--- config.mk ---
export PLATFORM = sky130hd
export DESIGN_NAME = select_sequencer
export DESIGN_NICKNAME = d
export VERILOG_FILES = /design/src/rtl/select_sequencer.sv
export SDC_FILE = /design/constraint.sdc
export NUM_CORES = 1
export LEC_CHECK = 0
export CAP_MARGIN = 20
export CORE_MARGIN = 8
export CORE_UTILIZATION = 43
export CTS_CLUSTER_SIZE = 8
export DETAILED_ROUTE_END_ITERATION = 8
export PLACE_DENSITY = 0.71
export SLEW_MARGIN = 10
export SYNTH_ARGS = -nofsm -noshare
export SYNTH_HDL_FRONTEND = slang
export SYNTH_SLANG_ARGS = --single-unit
--- constraint.sdc ---
create_clock -name clk -period 1.55 [get_ports clk]
set_input_delay 0.31 -clock clk [delete_from_list [all_inputs] [get_ports clk]]
set_output_delay 0.31 -clock clk [all_outputs]
set_load 0.03 [all_outputs]
--- src/rtl/select_sequencer.sv ---
// Registered 2-bit select generator for a 2x4 decoder: scans 00..11 with a
// programmable dwell, supports manual load in IDLE and start/stop control.
module select_sequencer #(
  parameter int DWELL   = 4,
  parameter int DWELL_W = 8
) (
  input  logic       clk,
  input  logic       rst_n,
  input  logic       start,
  input  logic       stop,
  input  logic       load,
  input  logic [1:0] load_sel,
  output logic       s1,
  output logic       s0,
  output logic       busy,
  output logic       step,
  output logic       wrap
);

  typedef enum logic {IDLE = 1'b0, SCAN = 1'b1} state_t;

  localparam logic [DWELL_W-1:0] CNT_LAST = DWELL_W'(DWELL - 1);

  state_t               state_q, state_d;
  logic [1:0]           sel_q, sel_d;
  logic [DWELL_W-1:0]   cnt_q, cnt_d;
  logic                 step_q, step_d;
  logic                 wrap_q, wrap_d;

  // State register: every decoder-facing output comes straight from a flop.
  always_ff @(posedge clk or negedge rst_n) begin
    if (!rst_n) begin
      state_q <= IDLE;
      sel_q   <= 2'b00;
      cnt_q   <= '0;
      step_q  <= 1'b0;
      wrap_q  <= 1'b0;
    end else begin
      state_q <= state_d;
      sel_q   <= sel_d;
      cnt_q   <= cnt_d;
      step_q  <= step_d;
      wrap_q  <= wrap_d;
    end
  end

  always_comb begin
    state_d = state_q;
    sel_d   = sel_q;
    cnt_d   = cnt_q;
    step_d  = 1'b0;
    wrap_d  = 1'b0;
    case (state_q)
      IDLE: begin
        cnt_d = '0;
        // stop blocks both load and start; load blocks a same-edge start
        if (stop) begin
          state_d = IDLE;
        end else if (load) begin
          sel_d = load_sel;
        end else if (start) begin
          state_d = SCAN;
        end
      end
      SCAN: begin
        if (stop) begin
          state_d = IDLE;
          cnt_d   = '0;
        end else if (cnt_q == CNT_LAST) begin
          sel_d  = sel_q + 2'd1;
          cnt_d  = '0;
          step_d = 1'b1;
          wrap_d = (sel_q == 2'b11);
        end else begin
          cnt_d = cnt_q + 1'b1;
        end
      end
      default: state_d = IDLE;
    endcase
  end

  assign s1   = sel_q[1];
  assign s0   = sel_q[0];
  assign busy = (state_q == SCAN);
  assign step = step_q;
  assign wrap = wrap_q;

endmodule

# == Word level (Yosys, flattened, before mapping) ==
# Index checks and enable logic that the tools add are counted.
# classes
add_sub_neg,2
n_eq_ne,6
mux,19
n_bitwise,1
reduce_logical,1
# ops
cell,count
two-way mux 8 bit,2
case mux 8 bit (2 select lines),1
two-way mux 1 bit,10
adder 8 x 1 -> 8 bit (second input constant),1
equality test 8 x 2 -> 1 bit (second input constant),1
two-way mux 2 bit,4
!= test 2 bit (second input constant),3
case mux 2 bit (2 select lines),1
AND reduction 4 bit,1
adder 2 x 1 -> 2 bit (second input constant),1
equality test 2 bit (second input constant),1
!= test 2 x 1 -> 1 bit (second input constant),1
case mux 1 bit (2 select lines),1
NOT 1 bit,1
# totals
regBits,13
in_bits,7
out_inout_bits,5
word_cells,34

# == Longest topological paths before layout ==
# logic_depth
depth_word,4
depth_mapped,5
depth_no_buf,5

# == Worst setup path before layout ==
# No wires, ideal clock.
# synth_path
path_type,register to register
startpoint,reg cnt_q[0]
endpoint,reg sel_q[0]
setup_time_ns,0.094
arrival_ns,1.555
t_required_ns,1.456
path_slack_ns,-0.099
path_stages_with_launch,5
n_path_buf,0
period_less_slack_ns,1.649
cell_sequence,dfrtp_1 > ha_1 > or3b_1 > or3_4 > a211oi_1
# synth_between
elab_chain_cells,3
# synth_lines
element,line,text
"start, declared",26,"logic [DWELL_W-1:0] cnt_q, cnt_d;"
"start signal, assigned",41,cnt_q <= cnt_d;
equality test 8 x 2 -> 1 bit,69,end else if (cnt_q == CNT_LAST) begin
!= test 2 x 1 -> 1 bit (no line),--,
AND reduction 4 bit (no line),--,
"end signal, assigned",40,sel_q <= sel_d;
"end, declared",25,"logic [1:0] sel_q, sel_d;"
# No other way between the ends.
# A chain may end at the register's enable or synchronous reset.

# == Worst setup path in the final report ==
# layout_path
startpoint,reg cnt_q[7]
endpoint,reg sel_q[1]
# Same word-level chain as after synthesis.

==> results.sh <==
export IMPL_wl_per_cell_um=13.2
export IMPL_synth_nets=70
export IMPL_vdd_drop_max_uv=458
export IMPL_clock_sinks=13
export IMPL_r2r_start="cnt_q[7]$_DFF_PN0_"
export IMPL_crit_slowest_cell="or4_4"
export IMPL_cts_htree_levels=1
export IMPL_die_w_um=53.7
export IMPL_fin_cells=104
export IMPL_muxShareOfSynthArea_pct=0
export IMPL_yosys_warnings=0
export IMPL_setup_viol=3
export IMPL_gp_congestion=0.778
export IMPL_first_global_vias=561
export IMPL_path_clk_slew_ns=0.08
export IMPL_die_area_um2=2890
export IMPL_setup_worst_path_end="sel_q[1]$_DFFE_PN0P_"
export IMPL_die_y_um=53.7
export IMPL_core_area_um2=1320
export IMPL_cts_root_buf="clkbuf_4"
export IMPL_dp_cells=98
export IMPL_period_needed_ns=1.67
export IMPL_p_per_area_nw_per_um2=769
export IMPL_status="finished with violations"
export IMPL_synth_cell_types=22
export IMPL_drc=0
export IMPL_startpoint_type="register"
export IMPL_setup_tns_ns=-0.268
export IMPL_fin_crit_sh_pct=108
export IMPL_nets=99
export IMPL_synth_edf_count=0
export IMPL_antenna_found_initial=0
export IMPL_fin_skew_ns=0.00499
export IMPL_crit_type="register to register"
export IMPL_synth_xor_xnor_area_share_pct=4.29
export IMPL_dp_slack_ns=-0.122
export IMPL_timing_final_hold_violations=0
export IMPL_synthCells=61
export IMPL_synth_top_family_by_area="simple AND/OR/NAND/NOR gates"
export IMPL_critPathMaxStageDelay_ns=0.56
export IMPL_async_flop_share_pct=100
export IMPL_grt_pass1_wl_mm=2.43
export IMPL_grt_max_degree=14
export IMPL_slew_viol_final=0
export IMPL_cp_depth=3
export IMPL_crit_buf_inv=0
export IMPL_reg2reg_depth=3
export IMPL_syn_cell_area_um2=612
export IMPL_hp_class="primary input to asynchronous set/reset pin"
export IMPL_ys_seq_area_share_pct=53.2
export IMPL_top_level_ports=12
export IMPL_path_max_fanout=4
export IMPL_drt_total_wl_mm=1.37
export IMPL_rsz0062_at_grt="yes"
export IMPL_antennaDiodeCount=0
export IMPL_p_leak_nw=0.411
export IMPL_synth_seq_cells=13
export IMPL_grt_overflow=0
export IMPL_setup_slack_ns=-0.122
export IMPL_relSlewSlack_pct=75.7
export IMPL_drive_gt1_share_pct=27.0
export IMPL_area_delta_synth_final_pct=43.4
export IMPL_n_fill_cell=110
export IMPL_synth_compound_area_share_pct=9.41
export IMPL_path_cells="or4_4, or3_4, a211oi_2"
export IMPL_place_area_um2=838
export IMPL_stdcell_area_um2=877
export IMPL_startpoint="cnt_q[7]$_DFF_PN0_"
export IMPL_vias=524
export IMPL_initial_core_util_pct=46.4
export IMPL_portBuffers=11
export IMPL_clk_path_buf_depth=2
export IMPL_cp_end_kind="register"
export IMPL_core_rowCount=13
export IMPL_worst_slew_pin_slew_ns=0.361
export IMPL_critical_path_top_delay_family="simple AND/OR/NAND/NOR gates"
export IMPL_clock_latency_ns=0.28
export IMPL_drv_cap=0
export IMPL_syn_area_per_cell_um2=10.0
export IMPL_failed_checks="setup timing"
export IMPL_firstDrtPassIters=4
export IMPL_worst_r2r_setup_slack_ns=-0.12
export IMPL_dpl_hpwl_mm=1.05
export IMPL_synth_fa_ha_area_share_pct=4.09
export IMPL_cp_required_ns=1.73
export IMPL_drt_initial_drc_count=10
export IMPL_worstPathArrival_ns=1.86
export IMPL_postCtsHoldBufs=0
export IMPL_yosys_area_share_simple_pct=26.0
export IMPL_fin_util_pct=66.6
export IMPL_r2r_end="sel_q[1]$_DFFE_PN0P_"
export IMPL_tritoncts="done"
export IMPL_cts_inserted_buffers=3
export IMPL_grt_total_usage_pct=11.6
export IMPL_synth_main_ff_cell="dfrtp_1"
export IMPL_antenna_left=0
export IMPL_viasPerCell=5.04
export IMPL_max_freq_ghz=0.598
-- cells in the final DEF (no fill, tap or decap) --
cell,n
a211oi_2,2
a21oi_1,4
and2_1,1
buf_4,13
clkbuf_1,1
clkbuf_4,3
clkdlybuf4s50_1,6
dfrtp_1,13
dlygate4sd2_1,5
ha_1,1
ha_2,1
inv_1,5
nand2_1,1
nand2b_1,1
nand3_1,4
nand4_1,1
nor2_1,10
nor3b_1,1
nor4_1,2
o21ai_0,3
o21bai_2,1
or3_1,3
or3_4,1
or3b_2,1
or3b_4,1
or4_4,1
xnor2_1,1
xor2_1,2
-- logic make-up after synthesis --
family,Yosys count
and+or+nand+nor,28
xor gates and xnor gates,3
adders and majority gates,2
buffers and inverters,5
DFF,13
AOI/OAI and AO/OA,10
-- power by group --
group / internal [W] / total [W] / switching (W)
Clock: 0.0000998 / 0.000211 / 0.000111
Sequential: 0.000350 / 0.000362 / 0.0000114
Combinational: 0.0000472 / 0.000102 / 0.0000546
-- per-layer routing --
metal / part of all wire, % / up-vias / track usage [%] / wire length (um)
met2: 48 / 10 / 18.1 / 657
met5: 0 / - / 0 / 0
li1: - / 271 / - / -
met1: 46 / 241 / 13.5 / 629
met3: 5.2 / 2 / 4.96 / 72
met4: 0.95 / 0 / 5.04 / 13
-- registers in the layout (all words and copies together) (netlist names) --
name,flops
sel_q,2
step,1
busy,1
wrap,1
cnt_q,8
-- final cells by class --
cell class / instances / area, um^2 / area share (%)
inverters: 5 / 18.8 / 2.14
multi-input cells: 43 / 287 / 32.7
repair buffers: 24 / 201 / 23.0
clock buffers: 4 / 26.3 / 3.00
well taps: 15 / 18.8 / 2.14
flip-flops and latches: 13 / 325 / 37.1
-- worst reg2reg max path, stage by stage, from the launching register on --
cell	delay [ns]
dfrtp_1	0.38
or4_4	0.56
or3_4	0.42
a211oi_2	0.21
-- cell usage after synthesis (all sizes together) (2+ instances only) --
cell	count	area [um^2]
xor2	2	17.5
nand3	4	20.0
dfrtp	13	325
ha	2	25.0
nor2	10	37.5
a21oi	4	20.0
inv	5	18.8
nor4	2	12.5
a211oi	2	15.0
or3	4	30.0
o21ai	3	15.0
or3b	2	17.5
-- through the flow --
stage / total power [W] / hold WS (ns)
finish: 0.000674 / 0.321
global route: 0.000721 / 0.334
CTS: 0.000687 / 0.318
detailed placement: 0.000480 / 0.554
global placement: 0.000476 / 0.535
floorplan: 0.000420 / 0.0144
-- what timing repair did --
item                                    CTS  global route
pin swaps                                 0             0
endpoints found under the setup margin   16            12
resized for setup                         5             1
buffers inserted                          1             1
-- worst min path at each step --
stage                       startpoint              endpoint
global placement    cnt_q[0]$_DFF_PN0_    cnt_q[0]$_DFF_PN0_
floorplan                        rst_n        busy$_DFF_PN0_
CTS                              rst_n  sel_q[0]$_DFFE_PN0P_
finish                           rst_n  sel_q[0]$_DFFE_PN0P_
detailed placement  cnt_q[0]$_DFF_PN0_    cnt_q[0]$_DFF_PN0_
global route                     rst_n  sel_q[0]$_DFFE_PN0P_
(Power assumes the default switching activity.)
